`src/rtl/horner_pkg.sv`:
```
// Shared types and default sizes for the Horner polynomial evaluator.
package horner_pkg;

  localparam int DEFAULT_DATA_W = 16;
  localparam int DEFAULT_X_W    = 8;
  localparam int DEFAULT_DEGREE = 2;

  typedef enum logic [1:0] {
    IDLE = 2'd0,
    RUN  = 2'd1,
    DONE = 2'd2
  } state_e;

endpackage

```
`src/rtl/horner_step.sv`:
```
// One Horner step: acc*x + coef, reduced to DATA_W bits.
// Define SATURATION_EN to clamp instead of wrapping two's-complement.
module horner_step
  import horner_pkg::*;
#(
  parameter int DATA_W = DEFAULT_DATA_W,
  parameter int X_W    = DEFAULT_X_W
) (
  input  logic signed [DATA_W-1:0] acc_i,
  input  logic signed [X_W-1:0]    x_i,
  input  logic signed [DATA_W-1:0] coef_i,
  output logic signed [DATA_W-1:0] acc_o,
  output logic                     clamp_o
);

  localparam int PROD_W = DATA_W + X_W;
  localparam int SUM_W  = PROD_W + 1;

  logic signed [PROD_W-1:0] prod;
  logic signed [SUM_W-1:0]  sum;

  always_comb begin
    prod = PROD_W'(acc_i) * PROD_W'(x_i);
    sum  = SUM_W'(prod) + SUM_W'(coef_i);
  end

`ifdef SATURATION_EN
  localparam logic signed [DATA_W-1:0] ACC_MAX = {1'b0, {(DATA_W-1){1'b1}}};
  localparam logic signed [DATA_W-1:0] ACC_MIN = {1'b1, {(DATA_W-1){1'b0}}};

  // The sum fits in DATA_W exactly when every bit above the DATA_W sign bit copies it.
  logic [SUM_W-DATA_W:0] upper;

  always_comb begin
    upper = sum[SUM_W-1:DATA_W-1];
    if ((&upper) || !(|upper)) begin
      acc_o   = sum[DATA_W-1:0];
      clamp_o = 1'b0;
    end else begin
      acc_o   = sum[SUM_W-1] ? ACC_MIN : ACC_MAX;
      clamp_o = 1'b1;
    end
  end
`else
  always_comb begin
    acc_o   = DATA_W'(sum);
    clamp_o = 1'b0;
  end
`endif

endmodule

```
`src/rtl/horner_solver.sv`:
```
// Sequential Horner evaluator of p(x) = sum coef[k]*x^k, one step per cycle.
// Overflow handling is selected by the SATURATION_EN macro (see horner_step).
module horner_solver
  import horner_pkg::*;
#(
  parameter int DATA_W = DEFAULT_DATA_W,
  parameter int X_W    = DEFAULT_X_W,
  parameter int DEGREE = DEFAULT_DEGREE
) (
  input  logic                           clock,
  input  logic                           reset,
  input  logic                           start,
  input  logic signed [X_W-1:0]          x,
  input  logic [(DEGREE+1)*DATA_W-1:0]   coefs,
  output logic signed [DATA_W-1:0]       result,
  output logic                           ready,
  output logic                           valid,
  output logic                           overflow
);

  localparam int CNT_W = (DEGREE < 1) ? 1 : $clog2(DEGREE + 1);

  state_e                   state_q, state_d;
  logic signed [DATA_W-1:0] acc_q, acc_d;
  logic signed [DATA_W-1:0] result_q, result_d;
  logic [CNT_W-1:0]         cnt_q, cnt_d;
  logic                     valid_q, valid_d;
  logic                     ovf_acc_q, ovf_acc_d;
  logic                     overflow_q, overflow_d;
  logic                     capture;

  logic signed [X_W-1:0]    x_q;
  logic signed [DATA_W-1:0] coef_q [DEGREE+1];
  logic [CNT_W-1:0]         coef_idx;
  logic signed [DATA_W-1:0] step_acc;
  logic                     step_clamp;

  assign coef_idx = cnt_q - CNT_W'(1);

  horner_step #(
    .DATA_W (DATA_W),
    .X_W    (X_W)
  ) u_step (
    .acc_i   (acc_q),
    .x_i     (x_q),
    .coef_i  (coef_q[coef_idx]),
    .acc_o   (step_acc),
    .clamp_o (step_clamp)
  );

  // NOTE: operand captures carry no reset; they are only read in RUN, which is
  // reachable solely through a capture, so a reset value would never be observed.
  always_ff @(posedge clock) begin
    if (capture) begin
      x_q <= x;
      for (int k = 0; k <= DEGREE; k++) begin
        coef_q[k] <= coefs[k*DATA_W +: DATA_W];
      end
    end
  end

  // NOTE: every output of this block gets a default first, so no path leaves a
  // signal unassigned and no latch is inferred.
  always_comb begin
    state_d    = state_q;
    acc_d      = acc_q;
    cnt_d      = cnt_q;
    result_d   = result_q;
    valid_d    = 1'b0;
    ovf_acc_d  = ovf_acc_q;
    overflow_d = overflow_q;
    capture    = 1'b0;

    case (state_q)
      IDLE: begin
        if (start) begin
          capture   = 1'b1;
          acc_d     = coefs[DEGREE*DATA_W +: DATA_W];
          cnt_d     = CNT_W'(DEGREE);
          ovf_acc_d = 1'b0;
          state_d   = (DEGREE == 0) ? DONE : RUN;
        end
      end
      RUN: begin
        acc_d     = step_acc;
        ovf_acc_d = ovf_acc_q | step_clamp;
        cnt_d     = cnt_q - CNT_W'(1);
        if (cnt_q == CNT_W'(1)) begin
          state_d = DONE;
        end
      end
      DONE: begin
        // Publish result and overflow together so both hold until the next DONE.
        result_d   = acc_q;
        overflow_d = ovf_acc_q;
        valid_d    = 1'b1;
        state_d    = IDLE;
      end
      default: state_d = IDLE;
    endcase
  end

  // NOTE: state registers use non-blocking assignment so every flop samples the
  // pre-edge values of the others.
  always_ff @(posedge clock) begin
    if (reset) begin
      state_q    <= IDLE;
      acc_q      <= '0;
      cnt_q      <= '0;
      result_q   <= '0;
      valid_q    <= 1'b0;
      ovf_acc_q  <= 1'b0;
      overflow_q <= 1'b0;
    end else begin
      state_q    <= state_d;
      acc_q      <= acc_d;
      cnt_q      <= cnt_d;
      result_q   <= result_d;
      valid_q    <= valid_d;
      ovf_acc_q  <= ovf_acc_d;
      overflow_q <= overflow_d;
    end
  end

  assign ready    = (state_q == IDLE);
  assign result   = result_q;
  assign valid    = valid_q;
  assign overflow = overflow_q;

endmodule

```
`config.mk`:
```
export PLATFORM = sky130hd
export DESIGN_NAME = horner_solver
export DESIGN_NICKNAME = d
export VERILOG_FILES = /design/src/rtl/horner_pkg.sv /design/src/rtl/horner_step.sv /design/src/rtl/horner_solver.sv
export SDC_FILE = /design/constraint.sdc
export NUM_CORES = 1
export LEC_CHECK = 0
export BUFFER_PORTS_ARGS = -buffer_cell sky130_fd_sc_hd__buf_4
export CORE_ASPECT_RATIO = 0.7
export CORE_MARGIN = 5
export CORE_UTILIZATION = 50
export CTS_CLUSTER_SIZE = 8
export DETAILED_ROUTE_END_ITERATION = 7
export PLACE_DENSITY = 0.7
export SYNTH_ARGS = -nofsm -noshare
export SYNTH_HDL_FRONTEND = slang
export SYNTH_SLANG_ARGS = --single-unit
```
`constraint.sdc`:
```
create_clock -name clock -period 6.55 [get_ports clock]
set_input_delay 0.9825 -clock clock [delete_from_list [all_inputs] [get_ports clock]]
set_output_delay 0.9825 -clock clock [all_outputs]
set_load 0.005 [all_outputs]
```
==> out/metrics.cfg, run 1 <==
[cts]
clock_latency_ns=0.33
holdBufCountCts=0
clk_pin_slew_ns=0.07
clock-sinks=93
cts_htree_levels=3
numCtsBuffers=9
tritoncts=yes
cts_root_buffer=clkbuf_16
cts_buffer_depth=2
cts_setup_buffers=0
cts_resized=0

[floorplan]
dieArea_um2=15670
design.core.area_um2=13050
die_y_um=106.3
rows=35
fp.dieW_um=147.5
io_pins=78
start_util=0.5072

[routing]
drc=0
vias=4498
postRouteAntennaNets=0
viasPerCell=5.311
routedWlPerCell_um=17.86
dr.pass1.iters=5
wirelength_um=15130
drt-initial-drc-count=268

[setup_path]
critical_path.max_fanout=18
crit_type=reg2reg
cp-end-kind=register
crit_arrival_ns=5.78
critPathLaunchType=register
r2r_slack_ns=1.02
critical_path_required_ns=6.80

[placed_design]
dp_slack_ns=1.016
gp_congestion=0.8716
placed_area_um2=7267
dpl.hpwl_um=11450
placed_cells=831
port_buffers=76

[logic_synthesis]
syn_inst=622
synth.distinct_cells=35
synth.net_count=792
yosysMostFrequentCell=nand2_1
ys_ff_latch=93
yosysWarnings=0
ys_top_cells_by_count=80 x nand2_1, 75 x fa_1, 61 x inv_1
syn_area_um2=6619
synth_ff_type=edfxtp_1
synth_edf_count=56
synth_top_area_frac=0.2541
ys_top_cells_by_area=edfxtp_1 25%, fa_1 23%, dfxtp_1 11%
yosysTopAreaCell=edfxtp_1
synth_seq_area_share=0.3660
syn_avg_cell_area_um2=10.64
synthArstFlopShare=0

[timing]
finalCritPeriodShare=0.8448
tns_ns=0
worst_slack_ns=1.016
max_freq_mhz=180.7
whs_ns=0.4672
maxSlewViolCount=0
hold_violations=0
finClkSkew_ns=0.005720
rsz0062_at_grt=no
setup_violations=0
max-slew-margin-rel=0.2016
worst_pin_slew_ns=1.195
period_minus_slack_ns=5.534

[power]
leakagePower_nw=3.333
netSwitchingFraction=0.4501
p_int_mw=2.439
p_per_area_nw_per_um2=585.5
p_total_mw=4.435
pwr-share-seq=0.179
switchingPower_mw=1.996
clock_power_share=0.120
vdd_drop_max_v=0.0004754
pwr-share-comb=0.701

[global_routing]
grt_pass1_vias=4789
grtUsageTotal=0.2003
antenna_found_initial=0
grt_start_max_net_pins=76
grt_first_pass_wirelength_um=24540
grt_overflow=0

[cells_and_area]
stdcell_area_um2=7575
finalNetCount=846
finalNonFillerCells=847
synthToLayoutAreaGrowth_pct=14.44
drive_gt1_frac=0.1439
fin_util=0.5804
fillers=1089
antenna_cells=0

[hold_path]
hp-class=reg2reg

[status]
status=completed

[flow_run]
drv_cap=0

[logic make-up (layout without fill, tap and decap cells)]
group,Yosys count,in the layout,share of synthesized area
AO/OA/AOI/OAI,70,70,0.06787
XOR/XNOR,26,26,0.03440
adder cells (fa/ha/maj),111,111,0.2949
buffers and inverters,97,156,0.05747
flip-flops,93,93,0.3660
multiplexers,30,30,0.04537
other,1,1,0.0005666
AND/OR/NAND/NOR,194,194,0.1335
[critical path, stage by stage, from the launching register on]
cell and delay, ns:
dfxtp_1 0.34, inv_1 0.05, ha_1 0.60, a21oi_1 0.22, fa_1 0.57, inv_1 0.05
fa_1 0.50, inv_1 0.06, fa_1 0.53, inv_1 0.05, fa_1 0.44, ha_1 0.31
ha_1 0.35, a21o_4 0.24, a2111oi_4 0.39, or3_1 0.21, nand2_1 0.09, xor2_1 0.16
nor2_1 0.05, a211oi_1 0.24
[power by group through the flow]
stage / combinational (mW) / sequential, mW / clock [mW]
3_5_place_dp: 3.12 / 0.804 / 0
4_1_cts: 3.15 / 0.793 / 0.536
3_3_place_gp: 3.00 / 0.801 / 0
2_1_floorplan: 2.51 / 0.722 / 0
5_1_grt: 3.54 / 0.803 / 0.568
6_report: 3.11 / 0.795 / 0.532
[final cells by class]
type	count	area, um^2	area share
Sequential cell	93	2422	0.3198
Multi-Input combinational cell	432	3819	0.5041
Clock inverter	5	65.06	0.008589
Tap cell	166	207.7	0.02742
Inverter	62	232.7	0.03072
Timing Repair Buffer	78	585.6	0.07730
Clock buffer	11	242.7	0.03204
[per-layer routing]
| metal | wire length [um] | up-vias | global-route usage |
|---|---|---|---|
| met5 | 0 | - | 0 |
| met4 | 80 | 0 | 0.02926 |
| met3 | 893 | 10 | 0.04133 |
| met2 | 7126 | 141 | 0.3265 |
| met1 | 7027 | 2232 | 0.2850 |
| li1 | - | 2115 | - |
[flip-flops by register name (all words and copies together), names as in the netlist]
name and count:
cnt_q 2, valid 1, result 16, coef_q 48
x_q 8, acc_q 16, state_q 2
[worst paths after layout]
| kind | start | end | depth (start not counted) |
|---|---|---|---|
| max | cnt_q[1]$_SDFFE_PP0P_ | acc_q[13]$_SDFFE_PP0P_ | 19 |
| min | result[7]$_SDFFE_PP0P_ | result[7]$_SDFFE_PP0P_ | 2 |
| max reg2reg | cnt_q[1]$_SDFFE_PP0P_ | acc_q[13]$_SDFFE_PP0P_ | 19 |
| min reg2reg | result[7]$_SDFFE_PP0P_ | result[7]$_SDFFE_PP0P_ | 2 |
[layout by cell type, fill, tap and decap left out, drive strengths merged]
cell type / n
nor3b: 1
nand2: 80
o21a: 1
buf: 78
a21o: 6
a22oi: 1
inv: 64
edfxtp: 56
clkbuf: 11
a311oi: 1
a31oi: 1
xor2: 6
nor2: 51
a211oi: 12
o211ai: 1
fa: 75
nor2b: 2
or3: 1
o21ai: 5
bufinv: 1
ha: 36
a21oi: 40
a221oi: 1
conb: 1
nand2b: 4
a2111oi: 1
clkinv: 2
mux2i: 30
and2: 52
dfxtp: 37
nor3: 3
xnor2: 20
(Power assumes the default switching activity.)
==> run 2: changes to the inputs <==
==> constraint.sdc (replaced) <==
create_clock -name clock -period 5.32 [get_ports clock]
set_input_delay 0.798 -clock clock [delete_from_list [all_inputs] [get_ports clock]]
set_output_delay 0.798 -clock clock [all_outputs]
set_load 0.005 [all_outputs]
==> run 2 against run 1 <==
Setup slack got worse by 0.77 ns. Critical path depth increased by 3. Routed wire length increased by 1.1%. Via count increased by 3.5%. Sequential cell count unchanged. Sequential power increased by 21%. Die area unchanged. Count of clock-buffer cells in the layout decreased by 2. Final area increased by 3.2%. Total power increased by 28%. Final cell count increased by 2.1%. Register-to-register slack got worse by 0.77 ns. Critical path type unchanged. Largest cell class unchanged.
==> out/metrics.cfg, run 2 (synthesis results as in run 1) <==
[status]
status=completed

[cts]
clk_pin_slew_ns=0.07  ; about the same
numCtsBuffers=9  ; unchanged
tritoncts=yes
cts_root_buffer=clkbuf_16
holdBufCountCts=0  ; unchanged
cts_htree_levels=3  ; unchanged
cts_buffer_depth=2  ; unchanged
clock-sinks=93  ; unchanged
clock_latency_ns=0.34  ; about the same

[global_routing]
grt_overflow=0  ; unchanged
grt_pass1_vias=4937  ; +3.1%
antenna_found_initial=0  ; unchanged
grtUsageTotal=0.2054  ; +0.005127
grt_start_max_net_pins=76  ; unchanged
grt_first_pass_wirelength_um=25580  ; +4.2%

[cells_and_area]
largest_register_ffs=48  ; unchanged
antenna_cells=0  ; unchanged
finalNonFillerCells=865  ; +2.1%
drive_gt1_frac=0.1960  ; +0.05209
synthToLayoutAreaGrowth_pct=18.11
fin_util=0.5990  ; +0.01860
most-common-layout-cells=94 x buf_4, 80 x nand2_1, 72 x fa_1
top_register=coef_q
stdcell_area_um2=7818  ; +3.2%
finalNetCount=864  ; +2.1%
layout_commonest_cell=buf_4
fillers=1072  ; -1.6%

[timing]
whs_ns=0.4674  ; +0.0002180 ns
worst_slack_ns=0.2455  ; -0.7709 ns
period_minus_slack_ns=5.074  ; -0.4591 ns
worst_pin_slew_ns=1.270  ; +0.07532 ns
maxSlewViolCount=0  ; unchanged
tns_ns=0  ; unchanged
max_freq_mhz=197.1  ; +9.0%
finalCritPeriodShare=0.9538  ; +0.1090
finClkSkew_ns=0.009079  ; +0.003359 ns
setup_violations=0  ; unchanged
hold_violations=0  ; unchanged
max-slew-margin-rel=0.1530  ; -0.04858

[placed_design]
dpl.hpwl_um=11540  ; +0.74%
dp_slack_ns=-0.06605  ; -1.082 ns
gp_congestion=0.8605  ; -1.3%
port_buffers=76  ; unchanged
placed_area_um2=7357  ; +1.2%
placed_cells=843  ; +1.4%

[floorplan]
io_pins=78  ; unchanged
fp.dieW_um=147.5  ; unchanged
die_y_um=106.3  ; unchanged
design.core.area_um2=13050  ; unchanged
dieArea_um2=15670  ; unchanged
start_util=0.5072  ; unchanged
rows=35  ; unchanged

[routing]
wirelength_um=15300  ; +1.1%
viasPerCell=5.382  ; +1.3%
dr.pass1.iters=5  ; unchanged
routedWlPerCell_um=17.68  ; -1.0%
postRouteAntennaNets=0  ; unchanged
vias=4655  ; +3.5%
drc=0  ; unchanged
drt-initial-drc-count=249  ; -7.1%

[power]
pwr-share-seq=0.169  ; -0.010
p_total_mw=5.682  ; +28%
p_per_area_nw_per_um2=726.8  ; +24%
leakagePower_nw=3.419  ; +2.6%
vdd_drop_max_v=0.0005880  ; +24%
netSwitchingFraction=0.4517  ; +0.001562
switchingPower_mw=2.566  ; +29%
pwr-share-comb=0.720  ; +0.019
p_int_mw=3.115  ; +28%
clock_power_share=0.111  ; -0.009

[setup_path]
cpPeakStageDelay_ns=0.54  ; -0.06 ns
crit_arrival_ns=5.33  ; -0.45 ns
path_cells=buf_8 > mux2i_4 > nor2_2 > a21oi_2 > fa_1 > inv_1 > fa_1 > ha_1 > inv_1 > fa_1 > inv_1 > ha_1 > ha_1 > fa_2 > a21o_1 > a21o_1 > a21oi_2 > o21ai_0 > a21oi_1 > xnor2_1 > nor2_1 > a211oi_2
crit_type=reg2reg
cp-end-kind=register
critPathLaunchType=register
critical_path_required_ns=5.57  ; -1.23 ns
critPathSlowestCell=fa_1
critical_path.max_fanout=9  ; -9

[flow_run]
drv_cap=0  ; unchanged

[hold_path]
hp-class=reg2reg

-- run 2: power groups by stage --
| stage | logic, mW | clock network, mW | registers [mW] |
|---|---|---|---|
| floorplan | 3.09 | 0 | 0.889 |
| global placement | 3.78 | 0 | 0.968 |
| detailed placement | 3.85 | 0 | 0.967 |
| CTS | 3.93 | 0.640 | 0.953 |
| global route | 4.59 | 0.674 | 0.967 |
| finish | 4.09 | 0.633 | 0.958 |
-- run 2: what timing repair did --
item | 4_1_cts | 5_1_grt
pin swaps | 0 | 7
setup endpoints to repair | 2 | 6
cloned | 0 | 0
setup buffers | 0 | 6
resized for setup | 5 | 21
-- run 2: layout make-up --
cell class | instances | area [um^2] | area share
Clock buffer | 9 | 225.2 | 0.02881
Clock inverter | 7 | 72.57 | 0.009283
Inverter | 62 | 232.7 | 0.02977
Multi-Input combinational cell | 432 | 3920 | 0.5014
Sequential cell | 93 | 2427 | 0.3105
Tap cell | 166 | 207.7 | 0.02657
Timing Repair Buffer | 96 | 732.0 | 0.09363
-- run 2: critical path: cells and delay by family (launching register included) --
family	cells	cell delay, ns
mux	1	0.19
simple gates	2	0.16
buf+inv	4	0.31
flops	1	0.36
fa+ha+maj	7	2.73
xor+xnor	1	0.14
compound gates	7	1.10
-- run 2: worst paths after layout --
kind                          start                      to  slack (ns)  cells after the start
min          result[8]$_SDFFE_PP0P_  result[8]$_SDFFE_PP0P_        0.47                      2
max reg2reg   cnt_q[0]$_SDFFE_PP0P_  acc_q[12]$_SDFFE_PP0P_        0.25                     22
min reg2reg  result[8]$_SDFFE_PP0P_  result[8]$_SDFFE_PP0P_        0.47                      2
max           cnt_q[0]$_SDFFE_PP0P_  acc_q[12]$_SDFFE_PP0P_        0.25                     22
-- run 2: per-layer routing --
metal  vias up  global-route usage  wire length, um
met5         -                   0                0
met4         0             0.03657              183
met3        16             0.04687              990
met2       152              0.3320             7220
met1      2340              0.2890             6901
li1       2147                   -                -
==> run 3: changes to the inputs <==
--- a/config.mk
+++ b/config.mk
@@ -6,12 +6,16 @@
 export NUM_CORES = 1
 export LEC_CHECK = 0
 export BUFFER_PORTS_ARGS = -buffer_cell sky130_fd_sc_hd__buf_4
+export CELL_PAD_IN_SITES_DETAIL_PLACEMENT = 0
+export CELL_PAD_IN_SITES_GLOBAL_PLACEMENT = 1
 export CORE_ASPECT_RATIO = 0.7
 export CORE_MARGIN = 5
-export CORE_UTILIZATION = 50
+export CORE_UTILIZATION = 47
 export CTS_CLUSTER_SIZE = 8
 export DETAILED_ROUTE_END_ITERATION = 7
-export PLACE_DENSITY = 0.7
+export HOLD_SLACK_MARGIN = 0.08
+export PLACE_DENSITY_LB_ADDON = 0.1
+export SKIP_CTS_REPAIR_TIMING = 1
 export SYNTH_ARGS = -nofsm -noshare
 export SYNTH_HDL_FRONTEND = slang
 export SYNTH_SLANG_ARGS = --single-unit
==> run 3 against run 2 <==
Final area increased by 0.50%. Final cell count increased by 3.4%. Routed wire length increased by 4.5%. Setup slack got worse by 0.029 ns.
==> out/metrics.cfg, run 3 (synthesis results as in run 1) <==
[timing]
max_freq_mhz=196.0  ; -0.56%
worst_pin_slew_ns=1.147  ; -0.1239 ns
hold_violations=0  ; unchanged
finClkSkew_ns=0.009203  ; +0.0001233 ns
maxSlewViolCount=0  ; unchanged
max-slew-margin-rel=0.2340  ; +0.08102
finalCritPeriodShare=0.9592  ; +0.005362
whs_ns=0.4682  ; +0.0007720 ns
setup_violations=0  ; unchanged
worst_slack_ns=0.2170  ; -0.02852 ns
period_minus_slack_ns=5.103  ; +0.02852 ns

[global_routing]
antenna_found_initial=0  ; unchanged
grtUsageTotal=0.2015  ; -0.003963
grt_pass1_vias=4953  ; +0.32%
grt_first_pass_wirelength_um=26130  ; +2.2%
grt_start_max_net_pins=76  ; unchanged
grt_overflow=0  ; unchanged

[routing]
drt-initial-drc-count=195  ; -22%
vias=4577  ; -1.7%
top_layer=met4
wirelength_um=15980  ; +4.5%
routedWlPerCell_um=17.88  ; +1.1%
dr.pass1.iters=6  ; +1
wl_met1_um=7551  ; +9.4%
wl_met3_um=972  ; -1.8%
wl_met2_um=7243  ; +0.32%
drc=0  ; unchanged
viasPerCell=5.120  ; -4.9%
postRouteAntennaNets=0  ; unchanged

[cells_and_area]
synthToLayoutAreaGrowth_pct=18.70
seqCellArea_um2=2424  ; -0.15%
layout_commonest_cell=buf_4
antenna_cells=0  ; unchanged
fin_util=0.5663  ; -0.03275
top_register=coef_q
finalNetCount=870  ; +0.69%
most-common-layout-cells=101 x buf_4, 80 x nand2_1, 74 x fa_1
multiInputGateArea_um2=3911  ; -0.22%
largest_register_ffs=48  ; unchanged
fillers=1258  ; +17%
drive_gt1_frac=0.1932  ; -0.002812
finalNonFillerCells=894  ; +3.4%

[floorplan]
io_pins=78  ; unchanged
start_util=0.4771  ; -0.03010
design.core.area_um2=13870  ; +6.3%
die_y_um=109.3  ; +2.8%
dieArea_um2=16590  ; +5.9%
fp.dieW_um=151.8  ; +2.9%
rows=36  ; +2.9%

[cts]
clk_pin_slew_ns=0.07  ; about the same
clock-sinks=93  ; unchanged
cts_buffer_depth=2  ; unchanged
tritoncts=yes
cts_htree_levels=3  ; unchanged
clock_latency_ns=0.34  ; about the same
numCtsBuffers=9  ; unchanged
cts_root_buffer=clkbuf_16

[setup_path]
critical_path_required_ns=5.58  ; about the same
crit_top_cell=fa_1
crit_type=reg2reg
cp-end-kind=register
crit_start=cnt_q[1]$_SDFFE_PP0P_
crit_arrival_ns=5.36  ; +0.03 ns
path_cells=inv_1 > ha_4 > buf_4 > nor2_1 > a21oi_1 > fa_1 > inv_1 > fa_1 > ha_1 > fa_1 > ha_4 > ha_1 > a21o_1 > a21o_4 > a2111oi_4 > or3_4 > nand2_1 > xor2_1 > nor2_1 > a211oi_1
critical_path.max_fanout=8  ; -1
rr_startpoint=cnt_q[1]$_SDFFE_PP0P_
cpPeakStageDelay_ns=0.61  ; +0.07 ns
critPathLaunchType=register
critPathSlowestCell=fa_1

[power]
p_per_area_nw_per_um2=718.6  ; -1.1%
vdd_drop_max_v=0.0005373  ; -8.6%
leakagePower_nw=3.438  ; +0.55%

[placed_design]
port_buffers=76  ; unchanged
placed_cells=873  ; +3.6%
dpl.hpwl_um=12310  ; +6.7%
dp_slack_ns=0.01635  ; +0.08240 ns
gp_congestion=0.8942  ; +3.9%

[status]
status=completed

[hold_path]
hold_start=result[12]$_SDFFE_PP0P_
hp-class=reg2reg

[flow_run]
drv_cap=0  ; unchanged

-- run 3: cell count changes in the layout (fill, tap and decap cells not counted), moves of 2 or more --
cell	previous run	this run
a211oi_1	9	11
a211oi_2	3	1
buf_4	94	101
fa_1	72	74
fa_2	3	1
inv_8	2	0
-- run 3: path summary, 6_finish.rpt --
check,endpoint,slack (ns),cells past startpoint
worst max register to register,acc_q[13]$_SDFFE_PP0P_,0.22,20
worst min register to register,result[12]$_SDFFE_PP0P_,0.47,2
worst min-delay path,result[12]$_SDFFE_PP0P_,0.47,2
worst max-delay path,acc_q[13]$_SDFFE_PP0P_,0.22,20
-- run 3: routing by layer --
layer,up-vias,track usage
li1,2157,-
met1,2277,0.2898
met2,125,0.3226
met3,18,0.04086
met4,0,0.03720
met5,-,0
-- run 3: layout make-up --
cell class / instances / share of cell area
flip-flops and latches: 93 / 0.3085
clock inverters: 6 / 0.007167
well taps: 190 / 0.03026
multi-input cells: 432 / 0.4979
repair buffers: 102 / 0.09795
inverters: 62 / 0.02962
clock buffers: 9 / 0.02867
-- run 3: metrics by stage --
stage	area [um^2]	setup TNS (ns)	total power, mW
4_1_cts	7714	-0.08959	5.509
3_3_place_gp	7432	0	4.832
3_5_place_dp	7432	0	4.848
2_1_floorplan	6619	0	3.984
5_1_grt	7856	-0.03908	6.266
6_report	7856	0	5.645
-- run 3: critical path, delay by kind of cell, from the launching register on --
kind / cells / cell delay, ns
flip-flops: 1 / 0.34
buffers and inverters: 3 / 0.29
AO/OA/AOI/OAI: 5 / 1.07
AND/OR/NAND/NOR: 4 / 0.49
XOR/XNOR: 1 / 0.16
adder cells (fa/ha/maj): 7 / 2.69
-- run 3: power by group --
part           switching, mW  internal (mW)  leakage (nW)
combinational           2.13           1.94          2.46
clock                  0.289          0.324         0.136
sequential             0.111          0.843         0.839
total                   2.53           3.11          3.44
